## config.mk

```make
export PLATFORM = sky130hd
export DESIGN_NAME = cache_arbiter_flat
export DESIGN_NICKNAME = d
export VERILOG_FILES = /design/src/rtl/cache_arbiter_if.sv /design/src/rtl/cache_arbiter.sv /design/src/flat_wrapper.sv
export SDC_FILE = /design/constraint.sdc
export NUM_CORES = 1
export LEC_CHECK = 0
export CAP_MARGIN = 20
export CORE_AREA = 4 4 538 540
export CTS_CLUSTER_SIZE = 16
export DETAILED_ROUTE_END_ITERATION = 7
export DIE_AREA = 0 0 542 544
export PLACE_DENSITY_LB_ADDON = 0.1
export SYNTH_ARGS = -nofsm -noshare
export SYNTH_HDL_FRONTEND = slang
export SYNTH_SLANG_ARGS = --single-unit
```

## constraint.sdc

```tcl
create_clock -name clk -period 1.95 [get_ports clk]
set_clock_uncertainty 0.2 [all_clocks]
set_input_delay 0.39 -clock clk [delete_from_list [all_inputs] [get_ports clk]]
set_output_delay 0.39 -clock clk [all_outputs]
set_load 0.01 [all_outputs]
```

## src/rtl/cache_arbiter_if.sv

```systemverilog
// rtl/cache_arbiter_if.sv - I-cache, D-cache and downstream line-port signals of the arbiter
interface cache_arbiter_if #(
    parameter int LINE_WIDTH = 256,
    parameter int ADDR_WIDTH = 32
);
    logic                  i_pmem_read;
    logic [ADDR_WIDTH-1:0] i_pmem_address;
    logic [LINE_WIDTH-1:0] i_pmem_rdata;
    logic                  i_pmem_resp;

    logic                  d_pmem_read;
    logic                  d_pmem_write;
    logic [ADDR_WIDTH-1:0] d_pmem_address;
    logic [LINE_WIDTH-1:0] d_pmem_wdata;
    logic [LINE_WIDTH-1:0] d_pmem_rdata;
    logic                  d_pmem_resp;

    logic                  mem_read;
    logic                  mem_write;
    logic [ADDR_WIDTH-1:0] mem_address;
    logic [LINE_WIDTH-1:0] mem_wdata;
    logic [LINE_WIDTH-1:0] mem_rdata;
    logic                  mem_resp;

    modport master (
        output i_pmem_read, i_pmem_address,
        input  i_pmem_rdata, i_pmem_resp,
        output d_pmem_read, d_pmem_write, d_pmem_address, d_pmem_wdata,
        input  d_pmem_rdata, d_pmem_resp,
        input  mem_read, mem_write, mem_address, mem_wdata,
        output mem_rdata, mem_resp
    );

    modport slave (
        input  i_pmem_read, i_pmem_address,
        output i_pmem_rdata, i_pmem_resp,
        input  d_pmem_read, d_pmem_write, d_pmem_address, d_pmem_wdata,
        output d_pmem_rdata, d_pmem_resp,
        output mem_read, mem_write, mem_address, mem_wdata,
        input  mem_rdata, mem_resp
    );
endinterface

```

## src/rtl/cache_arbiter.sv

```systemverilog
// rtl/cache_arbiter.sv - round-robin arbiter sharing one line port between I-cache and D-cache
module cache_arbiter #(
    parameter int LINE_WIDTH = 256,
    parameter int ADDR_WIDTH = 32
) (
    input  logic           clk,
    input  logic           rst,
    cache_arbiter_if.slave bus
);
    typedef enum logic [1:0] {IDLE, SERVE_I, SERVE_D, RECOVER} state_t;

    state_t                state;
    logic                  last_d;
    logic                  cmd_read;
    logic                  cmd_write;
    logic [ADDR_WIDTH-1:0] addr_q;
    logic [LINE_WIDTH-1:0] wdata_q;

    logic i_req;
    logic d_req;
    logic grant_d;

    assign i_req   = bus.i_pmem_read;
    assign d_req   = bus.d_pmem_read | bus.d_pmem_write;
    // On a tie the grant goes to whichever side did not win last time.
    assign grant_d = d_req & (~i_req | ~last_d);

    always_ff @(posedge clk or negedge rst) begin
        if (!rst) begin
            state     <= IDLE;
            last_d    <= 1'b1;
            cmd_read  <= 1'b0;
            cmd_write <= 1'b0;
            addr_q    <= '0;
            wdata_q   <= '0;
        end else begin
            case (state)
                IDLE: begin
                    if (grant_d) begin
                        state     <= SERVE_D;
                        last_d    <= 1'b1;
                        addr_q    <= bus.d_pmem_address;
                        wdata_q   <= bus.d_pmem_wdata;
                        cmd_write <= bus.d_pmem_write;
                        cmd_read  <= ~bus.d_pmem_write;
                    end else if (i_req) begin
                        state     <= SERVE_I;
                        last_d    <= 1'b0;
                        addr_q    <= bus.i_pmem_address;
                        cmd_read  <= 1'b1;
                        cmd_write <= 1'b0;
                    end
                end
                SERVE_I, SERVE_D: begin
                    if (bus.mem_resp) begin
                        state     <= RECOVER;
                        cmd_read  <= 1'b0;
                        cmd_write <= 1'b0;
                    end
                end
                RECOVER: state <= IDLE;
                default: state <= IDLE;
            endcase
        end
    end

    assign bus.mem_read    = cmd_read;
    assign bus.mem_write   = cmd_write;
    assign bus.mem_address = addr_q;
    assign bus.mem_wdata   = wdata_q;

    // Completion is forwarded combinationally, and only to the side being served.
    assign bus.i_pmem_resp  = (state == SERVE_I) & bus.mem_resp;
    assign bus.d_pmem_resp  = (state == SERVE_D) & bus.mem_resp;
    assign bus.i_pmem_rdata = (state == SERVE_I) ? bus.mem_rdata : '0;
    assign bus.d_pmem_rdata = (state == SERVE_D) ? bus.mem_rdata : '0;
endmodule
```

## src/flat_wrapper.sv

```systemverilog
// flat-port wrapper written by rule: the top's interface ports become plain ports
module cache_arbiter_flat 
#(
    parameter int LINE_WIDTH = 256,
    parameter int ADDR_WIDTH = 32
)
  (clk, rst, bus_i_pmem_read, bus_i_pmem_address, bus_i_pmem_rdata, bus_i_pmem_resp, bus_d_pmem_read, bus_d_pmem_write, bus_d_pmem_address, bus_d_pmem_wdata, bus_d_pmem_rdata, bus_d_pmem_resp, bus_mem_read, bus_mem_write, bus_mem_address, bus_mem_wdata, bus_mem_rdata, bus_mem_resp);
  cache_arbiter_if #(.LINE_WIDTH(LINE_WIDTH), .ADDR_WIDTH(ADDR_WIDTH)) bus_i ();
  input  logic clk;
  input  logic rst;
  input wire logic [$bits(bus_i.i_pmem_read)-1:0] bus_i_pmem_read;
  input wire logic [$bits(bus_i.i_pmem_address)-1:0] bus_i_pmem_address;
  output wire logic [$bits(bus_i.i_pmem_rdata)-1:0] bus_i_pmem_rdata;
  output wire logic [$bits(bus_i.i_pmem_resp)-1:0] bus_i_pmem_resp;
  input wire logic [$bits(bus_i.d_pmem_read)-1:0] bus_d_pmem_read;
  input wire logic [$bits(bus_i.d_pmem_write)-1:0] bus_d_pmem_write;
  input wire logic [$bits(bus_i.d_pmem_address)-1:0] bus_d_pmem_address;
  input wire logic [$bits(bus_i.d_pmem_wdata)-1:0] bus_d_pmem_wdata;
  output wire logic [$bits(bus_i.d_pmem_rdata)-1:0] bus_d_pmem_rdata;
  output wire logic [$bits(bus_i.d_pmem_resp)-1:0] bus_d_pmem_resp;
  output wire logic [$bits(bus_i.mem_read)-1:0] bus_mem_read;
  output wire logic [$bits(bus_i.mem_write)-1:0] bus_mem_write;
  output wire logic [$bits(bus_i.mem_address)-1:0] bus_mem_address;
  output wire logic [$bits(bus_i.mem_wdata)-1:0] bus_mem_wdata;
  input wire logic [$bits(bus_i.mem_rdata)-1:0] bus_mem_rdata;
  input wire logic [$bits(bus_i.mem_resp)-1:0] bus_mem_resp;
  assign bus_i.i_pmem_read = bus_i_pmem_read;
  assign bus_i.i_pmem_address = bus_i_pmem_address;
  assign bus_i_pmem_rdata = bus_i.i_pmem_rdata;
  assign bus_i_pmem_resp = bus_i.i_pmem_resp;
  assign bus_i.d_pmem_read = bus_d_pmem_read;
  assign bus_i.d_pmem_write = bus_d_pmem_write;
  assign bus_i.d_pmem_address = bus_d_pmem_address;
  assign bus_i.d_pmem_wdata = bus_d_pmem_wdata;
  assign bus_d_pmem_rdata = bus_i.d_pmem_rdata;
  assign bus_d_pmem_resp = bus_i.d_pmem_resp;
  assign bus_mem_read = bus_i.mem_read;
  assign bus_mem_write = bus_i.mem_write;
  assign bus_mem_address = bus_i.mem_address;
  assign bus_mem_wdata = bus_i.mem_wdata;
  assign bus_i.mem_rdata = bus_mem_rdata;
  assign bus_i.mem_resp = bus_mem_resp;
  cache_arbiter #(.LINE_WIDTH(LINE_WIDTH), .ADDR_WIDTH(ADDR_WIDTH)) u_core (.clk(clk), .rst(rst), .bus(bus_i));
endmodule
```

==> metrics.yaml, run 1 <==
run_status:
  status: "complete, but fails checks"
  violations: "setup timing"
clock_network:
  clk_pin_slew_ps: 60
  cts_buffers: 43
  tritoncts: "done"
  clk_path_buf_depth: 3
  htree_num_levels: 2
  insertion_delay_ps: 580
  ctsRootBufferMaster: "clkbuf_16"
  clock-sinks: 293
sta:
  setup_violations: 1061
  slew_viol_final: 0
  setup_tns_ps: -561290
  fmax_mhz: 328
  setup_ws_ps: -1100
  tightest_slew_ps: 703
  relSlewSlack_pct: 53.1
  rsz0062_at_grt: "true"
  hold_viol: 0
  period_share_pct: 156
  period_needed_ps: 3050
global_routing:
  track_usage_pct: 10.7
  grt-ovfl-total: 0
  grt_max_degree: 48
  grt_pass1_wl_mm: 207
  antenna_found_initial: 102
  grt_pass1_vias: 18100
setup_path:
  crit_required_ps: 1360
  crit_path_top_delay_cell: "clkdlybuf4s50_1"
  crit_path_max_incr_delay_ps: 580
  r2r_start: "u_core.state[1]$_DFFE_PN0P_"
  worstPathArrival_ps: 2460
  worst-path-max-fanout: 35
  r2r-end: "u_core.bus.mem_wdata[166]$_DFFE_PN0P_"
  start_kind: "flop"
  endpoint_kind: "output pin"
  crit_type: "reg2out"
  crit_chain: "buf_6 -> ha_4 -> buf_12 -> buf_12 -> and2_1 -> clkdlybuf4s50_1"
  r2r_slack_ps: -450
  critPathMostFrequentCell: "buf_12"
  rr_worst_depth: 6
run:
  maxCapViolations: 0
cells_and_area:
  stdcell_area_um2: 38300
  layout.nets: 3467
  drive_gt1_share_pct: 30.1
  syn_to_final_growth_pct: 144
floorplan:
  core_um2: 284000
  ioPinCount: 1386
  die_area_um2: 295000
  die_w_um: 542
  die_y_um: 544
  placementRows: 196
  start_util_pct: 5.51
logic_synthesis:
  syn_area_per_cell_um2: 12.3
  synth_most_common_cell: "and2_1"
  synth_top_cell_by_area: "dfrtp_1"
  synth_top_cell_area_share_pct: 46.6
  synthesis.area_um2: 15700
  synth_area_leaders: "dfrtp_1 (47%), mux2_4 (22%), and2_1 (21%)"
  netlist_top_cells_count: "and2_1 (514), dfrtp_1 (292), mux2_4 (229)"
  yosysWarnings: 0
  ys_ff_latch: 293
  synthCells: 1280
  yosysUniqueCellTypes: 24
  syn_nets: 1867
  synth-main-ff-cell: "dfrtp_1"
  synth_edf_count: 0
  ys_async_sr_fraction_pct: 100
  yosysSeqAreaShare_pct: 46.8
power:
  vdd_drop_max_uv: 677
  power_density_nw_per_um2: 1410
  power.total_mw: 54.2
  leakage_nw: 16.6
placed_design:
  place_area_um2: 36600
  routabilityCongestion: 0.770
  numPortBuffers: 1385
  dp_hpwl_mm: 142
routing:
  wl_mm: 167
  post_drt_wl_per_cell_um: 24.9
  postRouteAntennaNets: 0
  drt_iter0_drc: 465
  drt-pass1-iter-count: 5
  vias: 16600
  drc: 0
  via_per_inst: 2.48
worst_hold_path:
  min_path_type: "in2async"
==> worst max-delay path by stage <==
stage | cells after the start | endpoint | start
finish | 6 | bus_i_pmem_rdata[128] | u_core.state[0]$_DFFE_PN0P_
global route | 6 | bus_i_pmem_rdata[128] | u_core.state[0]$_DFFE_PN0P_
CTS | 7 | bus_i_pmem_rdata[25] | u_core.state[0]$_DFFE_PN0P_
detailed placement | 5 | u_core.bus.mem_wdata[94]$_DFFE_PN0P_ | bus_d_pmem_write
global placement | 5 | u_core.bus.mem_wdata[110]$_DFFE_PN0P_ | bus_d_pmem_write
floorplan | 5 | bus_d_pmem_rdata[100] | u_core.state[0]$_DFFE_PN0P_
==> per-stage QoR <==
step / utilization, % / std cells / worst slack [ps] / hold WS [ps]
after floorplan: - / 1280 / 3.27 / -106
after global placement: 12.9 / 6544 / -689 / 114
after detailed placement: 12.9 / 6544 / -680 / 117
after CTS: 13.4 / 6638 / -1230 / 76.9
after global routing: 13.4 / 6672 / -1230 / 98.5
final: 13.5 / 6695 / -1100 / 120
==> power by group <==
group	internal (mW)	switching [mW]	leakage (nW)	total (mW)
Sequential	9.25	1.92	3.48	11.2
Clock	4.61	3.40	0.678	8.01
Combinational	19.7	15.3	12.4	35.0
Total	33.5	20.6	16.6	54.2
==> flip-flops by register name, summed over array words and instances (netlist names) <==
register,count
u_core.bus.mem_wdata,256
u_core.state,2
u_core.last_d,1
u_core.bus.mem_write,1
u_core.bus.mem_address,32
u_core.bus.mem_read,1
==> metal layers <==
layer  track usage (%)  up-vias  part of all wire, %
met5                 0        -                0.071
met3              4.86      185                   11
met4              1.34       20                  1.4
met2              18.9     1015                   50
met1              11.9     7942                   38
li1                  -     7421                    -
==> critical path: cells and delay by family (launching register included) <==
kind / cells / cell delay (ps)
buffers and inverters: 4 / 1090
adders and majority gates: 1 / 150
and+or+nand+nor: 1 / 150
DFF: 1 / 400
==> cells in the final DEF (no fill, tap or decap), types with 2 or more instances in the layout <==
cell             count
a21oi_1              3
and2_1             472
and2_2               2
and2_4              40
buf_12             109
buf_16               9
buf_2               74
buf_4              150
buf_6               44
buf_8               10
bufinv_16            2
clkbuf_1             9
clkbuf_16           52
clkbuf_2            85
clkbuf_8             7
clkdlybuf4s15_2     11
clkdlybuf4s50_1   1054
clkinv_2             7
dfrtp_1            292
diode_2             24
dlygate4sd2_1       61
dlymetal6s2s_1      31
ha_1                 3
ha_4                 2
inv_2                2
inv_6                2
mux2_2              30
mux2_4             229
mux2i_1             34
nand2_1             35
o21ai_0             32
==> kinds of logic (layout without fill, tap and decap cells) <==
group,Yosys count,in the layout,synth area share (%)
AOI/OAI and AO/OA,39,39,1.40
adders and majority gates,5,5,0.399
DFF,293,293,46.8
other,0,24,0
buffers and inverters,96,1725,3.65
and+or+nand+nor,554,554,21.5
muxes,293,293,26.3
==> cell type report <==
cell class	instances	area, um^2
diodes	24	60.1
clock buffers	59	1210
clock inverters	15	175
fillers	32300	246000
inverters	2	7.51
multi-input cells	891	7940
flip-flops and latches	293	7330
well taps	3762	4710
repair buffers	1649	16900
==> what timing repair did <==
item                       in CTS  in global routing
cloned                          7                 12
gates resized for setup       405                455
setup endpoints to repair    1066               1095
hold buffers                    1                  0
pin swaps                       0                  7
hold endpoints to repair      292                  0
buffers inserted               12                 22
Power figures use the tool's default switching activity.
==> run 2: changes to the inputs <==
Settings changed: CAP_MARGIN 20 to 15.
==> results of run 2 <==
Same layout as run 1: the final DEF is identical, and so are final timing and power.
==> variant 1 (settings of run 2) <==
Reset style: synchronous (`rst`), changed in one clocked block.
--- a/src/rtl/cache_arbiter.sv
+++ b/src/rtl/cache_arbiter.sv
@@ -25,7 +25,7 @@
     // On a tie the grant goes to whichever side did not win last time.
     assign grant_d = d_req & (~i_req | ~last_d);
 
-    always_ff @(posedge clk or negedge rst) begin
+    always_ff @(posedge clk) begin
         if (!rst) begin
             state     <= IDLE;
             last_d    <= 1'b1;
Formal check against the unedited RTL: not equivalent (Yosys sat finds a counterexample within 4 cycles, from zero or initial values and one cycle with rst low; the reset may be asserted at any time).
==> variant 1 against run 2 <==
  * The run still ends with negative setup slack left
  * First-iteration DRC count grew 85%
  * Power grew 2.3%
  * Combinational power grew 9.7%
  * Largest power group unchanged
  * Worst setup slack gained 0.25 ns
  * Count of clock-buffer cells in the layout grew 8
  * Clock power grew 9.1%
  * Sequential cell count is the same
  * Final cell count grew 11%
  * Non-clock buffer count grew 183
  * Hold slack lost 0.0050 ns
  * Synthesized area shrank 6.1%
  * Global-route usage grew 4.9 points
  * Routed wire length grew 47%
  * Design area grew 8.8%
==> variant 1: results (changes against run 2) <==
| Metric | Value |
|---|---|
| Final hold slack | `0.1155 ns (was 0.1205 ns)` |
| DP HPWL | `210.8 mm (was 141.9 mm)` |
| Data arrival, critical path | `2.21 ns (was 2.46 ns)` |
| Violated checks | `negative setup slack (unchanged)` |
| All-Layer GR Usage | `15.56% (was 10.66%)` |
| Met2 Usage GRT | `29.63% (was 18.93%)` |
| Sequential-to-total area share from yosys stat | `39.85% (was 46.76%)` |
| Met1 GRT Util | `13.88% (was 11.93%)` |
| Worst Tran Pin Value | `0.5335 ns (was 0.7035 ns)` |
| Worst setup path startpoint | `u_core.state[0] (unchanged)` |
| RePlAce Congestion | `0.8289 (was 0.7696)` |
| Worst skew pair latency | `0.61 ns (was 0.58 ns)` |
| Final nets | `4201 (was 3467)` |
| Setup crit end | `bus_d_pmem_rdata[113] (was bus_i_pmem_rdata[128])` |
| Vias in the first global route | `22298 (was 18131)` |
| VDD IR max | `0.0006710 V (was 0.0006766 V)` |
| Worst Path Max Fanout | `6 (was 35)` |
| Pleak | `16.85 nW (was 16.58 nW)` |
| Commonest cells in the netlist | `and2_1 (514), dfxtp_1 (293), o21ai_0 (261) (was and2_1 (514), dfrtp_1 (292), mux2_4 (229))` |
| Type of the most critical hold path | `in -> reg (was in -> async)` |
| Largest net degree at the start of global routing | `62 (was 48)` |
| Synth area leaders | `dfxtp_1 (40%), and2_1 (22%), o21ai_0 (8.9%), a21oi_1 (8.7%), nand3_1 (8.7%) (was dfrtp_1 (47%), mux2_4 (22%), and2_1 (21%), mux2i_1 (2.2%), mux2_2 (2.2%))` |
| Placed insts | `7186 (was 6544)` |
| Vias | `22339 (was 16583)` |
| FF-to-FF setup slack | `-0.14 ns (was -0.45 ns)` |
| Ys flop type | `dfxtp_1 (was dfrtp_1)` |
| Met3 usage | `9.379% (was 4.863%)` |
| Share of layout cells above drive strength 1 | `41.63% (was 30.15%)` |
| Status | `complete, but fails checks (unchanged)` |
| Endpoints failing setup | `732 (was 1061)` |
| Antenna violations before repair | `215 (was 102)` |
| Reg2reg end | `u_core.bus.mem_wdata[118] (was u_core.bus.mem_wdata[166])` |
| Post-route setup slack | `-0.8473 ns (was -1.101 ns)` |
variant 1: layer usage:
| metal | up-vias | routed length, microns |
|---|---|---|
| met1 | 10558 | 77380 |
| li1 | 10021 | - |
| met5 | - | 651 |
| met2 | 1223 | 128700 |
| met4 | 100 | 7504 |
| met3 | 437 | 31320 |
variant 1: cell families (layout without fill, tap and decap cells):
group | after synthesis | count (layout) | share of synthesized area (%)
simple gates | 843 | 843 | 32.53
buf+inv | 220 | 1919 | 6.435
flops | 293 | 293 | 39.85
compound gates | 586 | 586 | 20.56
mux | 3 | 3 | 0.2040
fa+ha+maj | 5 | 5 | 0.4251
other cells | 0 | 42 | 0
variant 1: cell type report:
cell class	count	area [sq um]
antenna	42	105.1
clock inverter	15	167.7
sequential	293	5873
inverter	5	57.56
tap	3762	4707
clock buffer	67	1359
multi-input combinational	1437	9034
fill	32395	242800
timing repair buffer	1832	20380
variant 1: stage by stage:
step / cell area, sq um / setup TNS [ns]
after global placement: 35970 / -309.65
after CTS: 39080 / -508.14
after global routing: 41620 / -420.92
after detailed placement: 35970 / -309.13
final: 41680 / -367.42
after floorplan: 14720 / 0
variant 1: where the power goes:
group,internal (mW),switching [mW]
clock network,5.09,3.65
registers,7.38,0.825
logic,19.9,18.5
variant 1: worst max-delay path, stage by stage (launching register included):
cell and delay, ns:
dfxtp_4 0.39, inv_4 0.04, ha_4 0.20, buf_12 0.17, buf_12 0.15, buf_12 0.13, buf_16 0.13, buf_6 0.11
and2_4 0.15, buf_6 0.11
variant 1: repair_timing:
item	4_1_cts	5_1_grt
setup buffers	62	61
endpoints found under the setup margin	1042	1043
gates resized for setup	1440	1375
cloned	28	22
pin swaps	45	99
==> variant 2 (flow settings as in run 2) <==
Without the edit above. `ADDR_WIDTH` is set to 32 in 3 places; all go to 16.
--- a/src/rtl/cache_arbiter_if.sv
+++ b/src/rtl/cache_arbiter_if.sv
@@ -1,7 +1,7 @@
 // rtl/cache_arbiter_if.sv - I-cache, D-cache and downstream line-port signals of the arbiter
 interface cache_arbiter_if #(
     parameter int LINE_WIDTH = 256,
-    parameter int ADDR_WIDTH = 32
+    parameter int ADDR_WIDTH = 16
 );
     logic                  i_pmem_read;
     logic [ADDR_WIDTH-1:0] i_pmem_address;
--- a/src/rtl/cache_arbiter.sv
+++ b/src/rtl/cache_arbiter.sv
@@ -1,7 +1,7 @@
 // rtl/cache_arbiter.sv - round-robin arbiter sharing one line port between I-cache and D-cache
 module cache_arbiter #(
     parameter int LINE_WIDTH = 256,
-    parameter int ADDR_WIDTH = 32
+    parameter int ADDR_WIDTH = 16
 ) (
     input  logic           clk,
     input  logic           rst,
--- a/src/flat_wrapper.sv
+++ b/src/flat_wrapper.sv
@@ -2,7 +2,7 @@
 module cache_arbiter_flat 
 #(
     parameter int LINE_WIDTH = 256,
-    parameter int ADDR_WIDTH = 32
+    parameter int ADDR_WIDTH = 16
 )
   (clk, rst, bus_i_pmem_read, bus_i_pmem_address, bus_i_pmem_rdata, bus_i_pmem_resp, bus_d_pmem_read, bus_d_pmem_write, bus_d_pmem_address, bus_d_pmem_wdata, bus_d_pmem_rdata, bus_d_pmem_resp, bus_mem_read, bus_mem_write, bus_mem_address, bus_mem_wdata, bus_mem_rdata, bus_mem_resp);
   cache_arbiter_if #(.LINE_WIDTH(LINE_WIDTH), .ADDR_WIDTH(ADDR_WIDTH)) bus_i ();
Interface: changed (resized bus_d_pmem_address, bus_i_pmem_address and bus_mem_address); port bits go from 1386 to 1338. No check against the original RTL was run, so the function may have changed too.
==> variant 2 against run 2 <==
  * The run still ends with negative setup slack left
  * Non-clock buffer count down 42
  * Global-route usage fell by 0.34 points
  * Design area down 0.35%
  * Routed wire length shrank 2.6%
  * Largest power group unchanged
  * Power down 1.2%
  * Synthesized area is 4.6% lower
  * Worst setup slack improved by 0.31 ns
  * Sequential cell count down 16
==> variant 2: results (changes against run 2) <==
| Metric | Value |
|---|---|
| Final nets | `3330 (was 3467)` |
| RePlAce Congestion | `0.7597 (was 0.7696)` |
| Unique masters post-synth | `25 (was 24)` |
| Antenna violations before repair | `86 (was 102)` |
| Met2 Usage GRT | `19.17% (was 18.93%)` |
| Complex-gate fraction of the synthesized area | `0.9370% (was 1.404%)` |
| Adder-cell share of the synthesized area | `0.4183% (was 0.3989%)` |
| Status | `complete, but fails checks (unchanged)` |
| Pwr Total | `53.49 mW (was 54.17 mW)` |
| First-pass GRT wire length | `200.1 mm (was 206.7 mm)` |
| All-Layer GR Usage | `10.32% (was 10.66%)` |
| Final TNS setup | `-476.24 ns (was -561.29 ns)` |
| Synth area leaders | `dfrtp_1 (46%), mux2_4 (23%), and2_1 (22%), mux2_2 (2.3%), buf_6 (1.8%) (was dfrtp_1 (47%), mux2_4 (22%), and2_1 (21%), mux2i_1 (2.2%), mux2_2 (2.2%))` |
| Worst Path Max Fanout | `22 (was 35)` |
| Yosys top cell area share | `46.18% (was 46.60%)` |
| Largest net degree at the start of global routing | `49 (was 48)` |
| Met1 GRT Util | `10.81% (was 11.93%)` |
| VDD IR max | `0.0005080 V (was 0.0006766 V)` |
| Met2 routed WL | `84.38 mm (was 82.92 mm)` |
| DR pass1 iterations | `4 (was 5)` |
| Sequential-to-total area share from yosys stat | `46.36% (was 46.76%)` |
| Final core occ | `13.41% (was 13.46%)` |
| Slowest stage cell, crit path | `dfrtp_1 (was clkdlybuf4s50_1)` |
| Drt first-iter violations | `412 (was 465)` |
| Commonest cells in the netlist | `and2_1 (514), dfrtp_1 (276), mux2_4 (229) (was and2_1 (514), dfrtp_1 (292), mux2_4 (229))` |
| DP HPWL | `137.9 mm (was 141.9 mm)` |
| Pleak | `19.54 nW (was 16.58 nW)` |
| Data arrival, critical path | `2.15 ns (was 2.46 ns)` |
| Endpoints failing setup | `1063 (was 1061)` |
| Violated checks | `negative setup slack (unchanged)` |
| Share of layout cells above drive strength 1 | `34.24% (was 30.15%)` |
| Routed length on met3 | `17.86 mm (was 18.10 mm)` |
| PortBufs | `1337 (was 1385)` |
| Post-route setup slack | `-0.7867 ns (was -1.101 ns)` |
| Met1 wire length | `58.34 mm (was 63.35 mm)` |
| Syn_nets | `1765 (was 1867)` |
| Vias per cell | `2.422 (was 2.477)` |
variant 2: cell types whose count changed after synthesis, sizes merged:
cell / delta
dfrtp: -16
mux2i: -16
o21ai: -16
clkbuf: -2
buf: -4
nand2: -16
variant 2: through the flow:
stage / worst slack [ns] / hold slack (ns) / cells
after floorplan: 0.003269 / -0.1056 / 1210
after global placement: -0.6778 / 0.1830 / 6443
after detailed placement: -0.6534 / 0.1863 / 6443
after CTS: -1.269 / 0.1119 / 6539
after global routing: -0.9059 / 0.1313 / 6573
final: -0.7867 / 0.1485 / 6588
variant 2: timing repair:
action	CTS	global route
setup endpoints to repair	1063	1063
hold buffers	1	0
setup buffers	10	23
hold endpoints to repair	276	0
gates resized for setup	408	932
pin swaps	3	26
gates cloned	7	17
variant 2: cell type report:
class                      count  share of cell area, %
timing repair buffer        1607                  45.22
multi-input combinational    843                  20.28
sequential                   277                  18.17
tap                         3762                  12.33
clock buffer                  67                  3.482
clock inverter                11                 0.3607
antenna                       19                 0.1246
inverter                       2                0.01967
variant 2: where the power goes:
part	switching [mW]	internal, mW	total (mW)
Combinational	15.0	19.8	34.8
Sequential	1.73	8.76	10.5
Clock	3.28	4.96	8.24
Total	20.0	33.5	53.5
variant 2: final timing paths:
check | startpoint | end | slack (ns) | cells past startpoint
max in group asynchronous | rst | u_core.last_d | 0.78 | 3
min in group clk | bus_d_pmem_wdata[247] | u_core.bus.mem_wdata[247] | 0.21 | 2
setup / recovery | u_core.state[0] | bus_i_pmem_rdata[4] | -0.79 | 7
hold reg to reg | u_core.bus.mem_address[5] | u_core.bus.mem_address[5] | 0.28 | 2
hold / removal | rst | u_core.bus.mem_wdata[83] | 0.15 | 2
setup reg to reg | u_core.state[0] | u_core.bus.mem_wdata[123] | -0.43 | 8
